$ cat src/rtl/vend_pkg.sv
// Shared definitions for the vending credit controller: FSM state type,
// default sizing constants and a width helper.
package vend_pkg;

   typedef enum logic [1:0] {
      ST_IDLE,
      ST_CREDIT,
      ST_VEND,
      ST_CHANGE
   } vend_state_t;

   localparam int CREDIT_W_DEF   = 10;
   localparam int MAX_CREDIT_DEF = 1000;

   // Index width that never collapses to zero bits for a single-entry set.
   function automatic int clog2_min1(input int n);
      return (n <= 2) ? 1 : $clog2(n);
   endfunction

endpackage

$ cat src/rtl/vend_edge_det.sv
// Parametrised-width rising-edge detector; one registered pulse per 0->1 transition.
module vend_edge_det #(
   parameter int W = 1
) (
   input  logic         clk_i,
   input  logic         rst_ni,
   input  logic [W-1:0] in_i,
   output logic [W-1:0] edge_o
);

   logic [W-1:0] prev_q;
   logic [W-1:0] edge_q;
   logic [W-1:0] edge_d;

   assign edge_d = in_i & ~prev_q;

   always_ff @(posedge clk_i or negedge rst_ni) begin
      if (!rst_ni) begin
         prev_q <= '0;
         edge_q <= '0;
      end else begin
         prev_q <= in_i;
         edge_q <= edge_d;
      end
   end

   assign edge_o = edge_q;

endmodule

$ cat src/rtl/vend_credit_ctrl.sv
// Vending credit controller: coin accumulation, purchase debit, vend and change handshakes.
// Optional audit counters (sales_total, vend_count) are built when VEND_AUDIT_EN is defined.
module vend_credit_ctrl
   import vend_pkg::*;
#(
   parameter int                            NUM_COINS   = 2,
   parameter int                            NUM_ITEMS   = 2,
   parameter int                            CREDIT_W    = CREDIT_W_DEF,
   parameter int                            MAX_CREDIT  = MAX_CREDIT_DEF,
   parameter logic [NUM_COINS*CREDIT_W-1:0] COIN_VALUES = {10'd20, 10'd2},
   parameter logic [NUM_ITEMS*CREDIT_W-1:0] ITEM_PRICES = {10'd10, 10'd5},
   parameter int                            CHANGE_UNIT = 1
) (
   input  logic                              clk,
   input  logic                              reset,
   input  logic [NUM_COINS-1:0]              coin_in,
   input  logic [NUM_ITEMS-1:0]              item_req,
   input  logic                              cancel,
   input  logic                              vend_ack,
   input  logic                              change_ack,
   output logic [CREDIT_W-1:0]               credit,
   output logic                              buy_flag,
   output logic                              coin_reject,
   output logic                              req_deny,
   output logic                              vend_valid,
   output logic [clog2_min1(NUM_ITEMS)-1:0]  vend_item,
   output logic                              change_valid
`ifdef VEND_AUDIT_EN
   ,output logic [15:0]                      sales_total
   ,output logic [NUM_ITEMS*8-1:0]           vend_count
`endif
);

   localparam int ITEM_W = clog2_min1(NUM_ITEMS);
   localparam logic [CREDIT_W:0]   MAX_SUM = (CREDIT_W+1)'(MAX_CREDIT);
   localparam logic [CREDIT_W-1:0] UNIT    = CREDIT_W'(CHANGE_UNIT);

   function automatic logic params_ok();
      logic ok = 1'b1;
      if (CHANGE_UNIT <= 0) return 1'b0;
      for (int unsigned i = 0; i < NUM_COINS; i++)
         if (int'(COIN_VALUES[i*CREDIT_W +: CREDIT_W]) % CHANGE_UNIT != 0) ok = 1'b0;
      for (int unsigned i = 0; i < NUM_ITEMS; i++)
         if (int'(ITEM_PRICES[i*CREDIT_W +: CREDIT_W]) % CHANGE_UNIT != 0) ok = 1'b0;
      if (MAX_CREDIT >= (1 << CREDIT_W)) ok = 1'b0;
      return ok;
   endfunction

   if (!params_ok()) begin : g_param_err
      $error("vend_credit_ctrl: coin values/prices must be multiples of CHANGE_UNIT and MAX_CREDIT must fit CREDIT_W");
   end

   logic [NUM_COINS-1:0] coin_e;
   logic [NUM_ITEMS-1:0] item_e;
   logic                 cancel_e;

   vend_edge_det #(.W(NUM_COINS)) u_coin_edge (
      .clk_i(clk), .rst_ni(reset), .in_i(coin_in), .edge_o(coin_e)
   );
   vend_edge_det #(.W(NUM_ITEMS)) u_item_edge (
      .clk_i(clk), .rst_ni(reset), .in_i(item_req), .edge_o(item_e)
   );
   vend_edge_det #(.W(1)) u_cancel_edge (
      .clk_i(clk), .rst_ni(reset), .in_i(cancel), .edge_o(cancel_e)
   );

   vend_state_t         state_q;
   logic [CREDIT_W-1:0] credit_q;
   logic                buy_q;
   logic                coin_rej_q;
   logic                deny_q;
   logic                vend_valid_q;
   logic [ITEM_W-1:0]   vend_item_q;
   logic                change_valid_q;

   logic                coin_hit;
   logic                coin_multi;
   logic [CREDIT_W-1:0] coin_val;
   logic [CREDIT_W:0]   coin_sum;
   logic                coin_ok;
   logic [CREDIT_W-1:0] credit_d;
   logic                item_hit;
   logic [ITEM_W-1:0]   item_idx;
   logic [CREDIT_W-1:0] item_price;
   logic                item_ok;

   // Priority encoders scan downward so the lowest set index is the final winner.
   always_comb begin
      coin_hit   = |coin_e;
      coin_multi = (coin_e & (coin_e - NUM_COINS'(1))) != '0;
      coin_val   = '0;
      for (int unsigned i = NUM_COINS; i > 0; i--)
         if (coin_e[i-1]) coin_val = COIN_VALUES[(i-1)*CREDIT_W +: CREDIT_W];
      item_hit   = |item_e;
      item_idx   = '0;
      item_price = '0;
      for (int unsigned i = NUM_ITEMS; i > 0; i--)
         if (item_e[i-1]) begin
            item_idx   = ITEM_W'(i-1);
            item_price = ITEM_PRICES[(i-1)*CREDIT_W +: CREDIT_W];
         end
      coin_sum = {1'b0, credit_q} + {1'b0, coin_val};
      coin_ok  = coin_sum <= MAX_SUM;
      credit_d = (coin_hit && coin_ok) ? coin_sum[CREDIT_W-1:0] : credit_q;
      item_ok  = credit_d >= item_price;
   end

   always_ff @(posedge clk or negedge reset) begin
      if (!reset) begin
         state_q        <= ST_IDLE;
         credit_q       <= '0;
         buy_q          <= 1'b0;
         coin_rej_q     <= 1'b0;
         deny_q         <= 1'b0;
         vend_valid_q   <= 1'b0;
         vend_item_q    <= '0;
         change_valid_q <= 1'b0;
      end else begin
         coin_rej_q <= 1'b0;
         deny_q     <= 1'b0;
         unique case (state_q)
            ST_IDLE, ST_CREDIT: begin
               if (cancel_e) begin
                  coin_rej_q <= coin_hit;
                  if (credit_q != '0) begin
                     state_q        <= ST_CHANGE;
                     change_valid_q <= 1'b1;
                  end
               end else begin
                  coin_rej_q <= coin_hit && (coin_multi || !coin_ok);
                  if (item_hit && item_ok) begin
                     credit_q     <= credit_d - item_price;
                     vend_item_q  <= item_idx;
                     vend_valid_q <= 1'b1;
                     state_q      <= ST_VEND;
                  end else begin
                     credit_q <= credit_d;
                     deny_q   <= item_hit;
                     state_q  <= (credit_d != '0) ? ST_CREDIT : ST_IDLE;
                  end
               end
            end
            ST_VEND: begin
               coin_rej_q <= coin_hit;
               deny_q     <= item_hit;
               if (vend_ack) begin
                  vend_valid_q <= 1'b0;
                  buy_q        <= 1'b1;
                  state_q      <= (credit_q != '0) ? ST_CREDIT : ST_IDLE;
               end
            end
            ST_CHANGE: begin
               coin_rej_q <= coin_hit;
               deny_q     <= item_hit;
               if (change_ack) begin
                  if (credit_q <= UNIT) begin
                     credit_q       <= '0;
                     change_valid_q <= 1'b0;
                     buy_q          <= 1'b0;
                     state_q        <= ST_IDLE;
                  end else begin
                     credit_q <= credit_q - UNIT;
                  end
               end
            end
            default: state_q <= ST_IDLE;
         endcase
      end
   end

   assign credit       = credit_q;
   assign buy_flag     = buy_q;
   assign coin_reject  = coin_rej_q;
   assign req_deny     = deny_q;
   assign vend_valid   = vend_valid_q;
   assign vend_item    = vend_item_q;
   assign change_valid = change_valid_q;

`ifdef VEND_AUDIT_EN
   logic                   vend_done;
   logic [CREDIT_W-1:0]    vend_price;
   logic [16:0]            sales_sum;
   logic [15:0]            sales_q;
   logic [NUM_ITEMS*8-1:0] count_q;

   assign vend_done = (state_q == ST_VEND) && vend_ack;

   always_comb begin
      vend_price = '0;
      for (int unsigned i = 0; i < NUM_ITEMS; i++)
         if (ITEM_W'(i) == vend_item_q) vend_price = ITEM_PRICES[i*CREDIT_W +: CREDIT_W];
      sales_sum = {1'b0, sales_q} + 17'(vend_price);
   end

   always_ff @(posedge clk or negedge reset) begin
      if (!reset) begin
         sales_q <= '0;
         count_q <= '0;
      end else if (vend_done) begin
         sales_q <= sales_sum[16] ? '1 : sales_sum[15:0];
         for (int unsigned i = 0; i < NUM_ITEMS; i++)
            if (ITEM_W'(i) == vend_item_q && count_q[i*8 +: 8] != '1)
               count_q[i*8 +: 8] <= count_q[i*8 +: 8] + 8'd1;
      end
   end

   assign sales_total = sales_q;
   assign vend_count  = count_q;
`endif

endmodule
$ cat config.mk
export PLATFORM = sky130hd
export DESIGN_NAME = vend_credit_ctrl
export DESIGN_NICKNAME = d
export VERILOG_FILES = /design/src/rtl/vend_pkg.sv /design/src/rtl/vend_edge_det.sv /design/src/rtl/vend_credit_ctrl.sv
export SDC_FILE = /design/constraint.sdc
export NUM_CORES = 1
export LEC_CHECK = 0
export ABC_AREA = 1
export CAP_MARGIN = 20
export CELL_PAD_IN_SITES_DETAIL_PLACEMENT = 2
export CELL_PAD_IN_SITES_GLOBAL_PLACEMENT = 2
export CORE_UTILIZATION = 33
export CTS_CLUSTER_SIZE = 16
export DETAILED_ROUTE_END_ITERATION = 7
export HOLD_SLACK_MARGIN = 0.03
export PLACE_DENSITY_LB_ADDON = 0.1
export SETUP_SLACK_MARGIN = 0.05
export SLEW_MARGIN = 15
export SYNTH_ARGS = -nofsm -noshare
export SYNTH_HDL_FRONTEND = slang
export SYNTH_SLANG_ARGS = --single-unit
export TNS_END_PERCENT = 30
$ cat constraint.sdc
create_clock -name clk -period 4.46 [get_ports clk]
set_clock_uncertainty 0.2 [all_clocks]
set_input_delay 1.338 -clock clk [delete_from_list [all_inputs] [get_ports clk]]
set_output_delay 1.338 -clock clk [all_outputs]
set_load 0.05 [all_outputs]
* After elaboration in Yosys (flattened, before gate mapping)
Cells that the tools add are included.
** Operators by class
- Add/sub/neg operators :: 4
- Magnitude comparators :: 3
- Eq/ne operators :: 11
- Muxes and demuxes :: 37
- Bitwise logic cells :: 8
- Reductions and logical operators :: 22
** Operators with widths (number)
- 10-bit 2-to-1 mux :: 6
- 10-bit case mux with 2 select lines :: 1
- 10-bit nonzero test :: 2
- 1-bit 2-to-1 mux :: 15
- 2-bit 2-to-1 mux :: 6
- 2-bit != test, second input constant :: 6
- 4-bit AND reduction :: 3
- 10-bit by 10-bit adder with 11-bit output :: 1
- 11-bit by 10-bit less-or-equal comparator with 1-bit output, second input constant :: 1
- 10-bit >= comparator :: 1
- 10-bit by 1-bit less-or-equal comparator with 1-bit output, second input constant :: 1
- 5-bit 2-to-1 mux :: 2
- 1-bit case mux with 2 select lines :: 5
- 10-bit by 1-bit subtractor with 10-bit output, second input constant :: 1
- 10-bit subtractor :: 1
- 2-bit nonzero test :: 4
- 2-bit OR reduction :: 4
- 2-bit AND :: 3
- 2-bit case mux with 3 select lines :: 1
- 3-bit AND reduction :: 2
- 5-bit AND reduction :: 1
- 2-bit equality test, second input constant :: 2
- 4-bit 2-to-1 mux :: 1
- 2-bit inverter :: 2
- other kinds (10) :: 13
** Storage, ports and cells
- Register bits after elaboration :: 28
- Input port bits :: 9
- Output and inout port bits :: 16
- Word-level logic and storage cells :: 99

* Depth between registers and ports, before layout
- Word-level depth :: 11
- Gate-level depth with buffers :: 35
- Mapped depth without buffers :: 33

* Hierarchy
Synthesis repeated with hierarchy kept, for this count alone.
** Second synthesis, totals
- Cells, all modules :: 367
- Area, all modules :: 2441.1 sq um
** Modules (own cells, without submodules)
- vend_credit_ctrl :: times used 1, cells each 347, area each 2140.8 sq um, seq. area each 450.4 sq um
- vend_edge_det (u_coin_edge ...) :: times used 2, cells each 8, area each 120.1 sq um, seq. area each 100.1 sq um
- vend_edge_det (u_cancel_edge) :: times used 1, cells each 4, area each 60.1 sq um, seq. area each 50.0 sq um

* Worst setup path after synthesis
No wires, ideal clock.
- Kind :: reg-to-reg
- From :: register credit_q[2], in the netlist credit[2]
- To :: register credit_q[0], in the netlist credit[0]
- Setup time :: 0.119 ns
- Arrival time :: 3.746 ns
- Data required time :: 4.141 ns
- Slack :: 0.395 ns
- Cell stages (with the launch flop) :: 31
- Path buffers :: 2
- Clock period less this slack :: 4.065 ns
- Cell sequence :: dfrtp_1 -> nand3_2 -> nand2_1 -> inv_1 -> ha_1 -> inv_1 -> nand2_2 -> nand2_4 -> nand2_4 -> nand2_1 -> nand2_1 -> nand2_1 -> nand2_2 -> nor2_4 -> nand3_4 -> nand3_4 -> buf_8 -> inv_1 -> o21ai_0 -> inv_1 -> ha_1 -> a21oi_1 -> o21ai_0 -> inv_1 -> o31ai_1 -> nor2_2 -> nand2_4 -> nand2_4 -> buf_6 -> o22ai_1 -> o21a_1
** On the way
- Longest elaborated chain between the ends :: 9
- Elaborated cells on any way between the ends :: 13
- Classes of those cells :: add/sub: 2; order compare: 3; mux: 6; reduce/logical: 2
** RTL lines
- start: declaration :: line vend_credit_ctrl.sv:68 : logic [CREDIT_W-1:0] credit_q;
- start signal: assignment :: line vend_credit_ctrl.sv:132 : credit_q <= credit_d - item_price;
- start signal: assignment :: line vend_credit_ctrl.sv:137 : credit_q <= credit_d;
- start signal: assignment :: line vend_credit_ctrl.sv:162 : credit_q <= credit_q - UNIT;
- 10-bit by 10-bit adder with 11-bit output :: line vend_credit_ctrl.sv:102 : coin_sum = {1'b0, credit_q} + {1'b0, coin_val};
- 11-bit by 10-bit less-or-equal comparator with 1-bit output :: line vend_credit_ctrl.sv:103 : coin_ok = coin_sum <= MAX_SUM;
- 1-bit logical AND :: line vend_credit_ctrl.sv:104 : credit_d = (coin_hit && coin_ok) ? coin_sum[CREDIT_W-1:0] : credit_q;
- 10-bit 2-to-1 mux :: line vend_credit_ctrl.sv:104
- 10-bit >= comparator :: line vend_credit_ctrl.sv:105 : item_ok = credit_d >= item_price;
- 1-bit logical AND :: line vend_credit_ctrl.sv:131 : if (item_hit && item_ok) begin
- 10-bit 2-to-1 mux :: line vend_credit_ctrl.sv:131
- 10-bit 2-to-1 mux :: line vend_credit_ctrl.sv:123 : if (cancel_e) begin
- 10-bit case mux with 2 select lines (*) :: line vend_credit_ctrl.sv:121 : unique case (state_q)
Every way passes the cells marked *; elsewhere a longest branch is shown, timed or not. The select of a mux whose other input is x is not followed.
A chain may end at the register's enable or synchronous reset.

* Worst setup path in the final report
- From :: register u_coin_edge.edge_q[0], in the netlist u_coin_edge.edge_o[0]
- To :: register credit_q[7], in the netlist credit[7]
** On the way
- Longest elaborated chain between the ends :: 10
- Elaborated cells on any way between the ends :: 12
- Classes of those cells :: add/sub: 2; order compare: 2; mux: 5; reduce/logical: 3
** RTL lines
- start: declaration :: line vend_edge_det.sv:12 : logic [W-1:0] edge_q;
- start signal: assignment :: line vend_edge_det.sv:23 : edge_q <= edge_d;
- 5-bit 2-to-1 mux :: line vend_credit_ctrl.sv:93 : if (coin_e[i-1]) coin_val = COIN_VALUES[(i-1)*CREDIT_W +: CREDIT_W];
- 10-bit by 10-bit adder with 11-bit output :: line vend_credit_ctrl.sv:102
- 11-bit by 10-bit less-or-equal comparator with 1-bit output :: line vend_credit_ctrl.sv:103
- 1-bit logical AND :: line vend_credit_ctrl.sv:104
- 10-bit 2-to-1 mux (*) :: line vend_credit_ctrl.sv:104
- 10-bit >= comparator :: line vend_credit_ctrl.sv:105
- 1-bit logical AND :: line vend_credit_ctrl.sv:131
- 10-bit 2-to-1 mux (*) :: line vend_credit_ctrl.sv:131
- 10-bit 2-to-1 mux (*) :: line vend_credit_ctrl.sv:123
- 10-bit case mux with 2 select lines (*) :: line vend_credit_ctrl.sv:121
Marked as above.

==> impl_metrics.ini <==
[setup_path]
cp_max_fo = 8
worstSetupStartpointType = flip-flop
rrSetupSlack_ps = 330
required_ps = 4480
end_kind = flip-flop
crit_path_max_incr_delay_ps = 440
worst_path_most_repeated_cell = nand2_1
cp_data_arrival_time_ps = 4150
crit_slowest_cell = dfrtp_1
crit_type = reg -> reg

[clock_network]
clk_latency_ps = 290
cts_sinks = 28
path_clk_slew_ps = 110
root_buffer = clkbuf_8
cts.htree.levels = 1
clock_path_buffers = 2
cts_hold_buffers = 0
numCtsBuffers = 3
cts_tree = done

[global_routing]
grt_max_degree = 29
antenna_found_initial = 0
grt_pass1_wl_um = 13500
gr-total-overflow = 0
grt_pass1_vias = 2619
grt_use_total = 0.2264

[pwr]
clkPwrFrac = 0.076
peakVddDrop_v = 0.0002755
switching_share = 0.5850
switching_power_mw = 1.331
combPwrFrac = 0.726
p_seq_frac = 0.198
p_int_mw = 0.9443
cellPowerDensity_nw_per_um2 = 762.5
power.leakage_nw = 1.456
total_power_mw = 2.275

[cells_and_area]
layout_common_cells = nand2_1, inv_1, nor2_1
fin_nets = 407
layout_commonest_cell = nand2_1
num_antenna_cells = 0
synthToLayoutAreaGrowth_pct = 19.07
fin_cells = 487
drive_gt1_frac = 0.1778

[yosys]
synthArstFlopShare = 1.000
yosysWarnings = 0
syn_avg_cell_area_um2 = 7.100
syn_area_um2 = 2506
synth_top_flop_cell = dfrtp_1
synth-edff-count = 0
netlist_top_cells_area = dfrtp_1, nand2_1, inv_1
synth_cells = 353
yosysSeqAreaShare = 0.2796
synthDistinctLibCells = 39
yosys.area.top_type_share = 0.2796
yosysTopAreaCell = dfrtp_1
syn_nets = 371
ys_seq_elements = 28

[sta]
finalCritPeriodShare = 0.9259
slew_violations = 0
worstMarginPinSlew_ps = 569.2
fmax_mhz = 242.2
hold_violations = 0
period_minus_slack_ps = 4129
setup_viol = 0
slew_headroom = 0.6191

[floorplan]
rows = 31
dieArea_um2 = 7947
design.core.area_um2 = 7292
io_pins = 25
die_width_um = 89.15
initial_core_util = 0.3437
die_h_um = 89.15

[detailed_routing]
avgViaCountPerCell = 5.062
drt_iter0_markers = 56
wl_per_cell_um = 17.17
dr.pass1.iters = 4
via_count = 2465
postRouteAntennaNets = 0
drc_errors = 0
wl_um = 8360

[placement]
dp_cells = 473
port_buffers = 24
place.gp.congestion = 0.8102
dpl.hpwl_um = 6680

[status]
status = completed

[hold_path]
hp-class = reg -> reg

[flow_run]
drv_cap = 0
[cell usage after synthesis (3+ instances only)]
master / n
a21oi_1: 18
a22oi_1: 3
buf_6: 3
dfrtp_1: 28
ha_1: 8
inv_1: 57
inv_2: 4
nand2_1: 60
nand2_2: 17
nand2_4: 9
nand3_1: 32
nand3_2: 5
nand4_1: 15
nor2_1: 37
nor2_4: 3
nor3_1: 3
o21ai_0: 18
xor2_1: 7
[metal layers]
metal	up-vias	GRT usage	share of wire
li1	1210	-	-
met1	1224	0.2881	0.46
met5	-	0	0
met2	25	0.4268	0.52
met4	0	0.02165	0.0066
met3	6	0.02216	0.017
[state kept, by name, summed over array words and instances (netlist names)]
register and count:
vend_valid 1, u_cancel_edge.prev_q 1, state_q 2, change_valid 1, req_deny 1, coin_reject 1, buy_flag 1, u_coin_edge.prev_q 2
u_item_edge.edge_o 2, u_item_edge.prev_q 2, u_coin_edge.edge_o 2, credit 10, vend_item 1, u_cancel_edge.edge_o 1
[metrics by stage]
stage               worst slack (ps)  TNS [ps]  cell area [µm²]    util  hold slack [ps]
floorplan                      394.8         0             2506       -            176.3
global placement               278.2         0             2829  0.3880            180.2
detailed placement             90.21         0             2829  0.3880            189.1
CTS                            83.14         0             2884  0.3955            204.5
global route                  -18.48    -27.16             2984  0.4092            216.6
finish                         330.6         0             2984  0.4092            198.9
[power groups by stage]
stage          sequential (mW)  clock [mW]  combinational, mW
3_5_place_dp             0.455           0               1.61
2_1_floorplan            0.632           0              0.968
6_report                 0.450       0.174               1.65
4_1_cts                  0.450       0.175               1.63
3_3_place_gp             0.451           0               1.58
5_1_grt                  0.464       0.183               1.82
[critical path, delay by kind of cell, from the launching register on]
| kind | cells | cell delay (ps) |
|---|---|---|
| AO/OA/AOI/OAI | 5 | 850 |
| AND/OR/NAND/NOR | 18 | 1690 |
| buffers and inverters | 4 | 370 |
| flip-flops | 1 | 440 |
| adder cells (fa/ha/maj) | 2 | 490 |
[worst paths after layout]
| check | from | endpoint | cells after the start |
|---|---|---|---|
| setup / recovery | u_coin_edge.edge_o[0] | credit[7] | 29 |
| hold / removal | u_coin_edge.prev_q[1] | u_coin_edge.edge_o[1] | 1 |
| setup reg to reg | u_coin_edge.edge_o[0] | credit[7] | 29 |
| hold reg to reg | u_coin_edge.prev_q[1] | u_coin_edge.edge_o[1] | 1 |
| max in group asynchronous | reset | credit[2] | 2 |
| min in group asynchronous | reset | coin_reject | 2 |
[area by class of cell]
cell class	count	area, µm²
fillers	908	4308
multi-input cells	255	1518
flip-flops and latches	28	703.2
repair buffers	38	345.3
inverters	63	239.0
well taps	99	123.9
clock buffers	4	55.05
[timing repair]
item                                   in CTS  in global routing
resized for setup                           1                 12
setup endpoints to repair                   3                 15
pin swaps                                   0                  2
endpoints found under the hold margin       0                  0
buffers inserted                            0                 10
[logic make-up (layout without fill, tap and decap cells)]
group           after synthesis  in the layout  synth area share
simple gates                189            189            0.4099
fa+ha+maj                     9              9           0.04793
xor+xnor                      7              7           0.02446
mux                           1              1          0.004493
flops                        28             28            0.2796
buf+inv                      70            105            0.1228
compound gates               49             49            0.1108
Note: power is estimated with default switching activity, not from simulation.
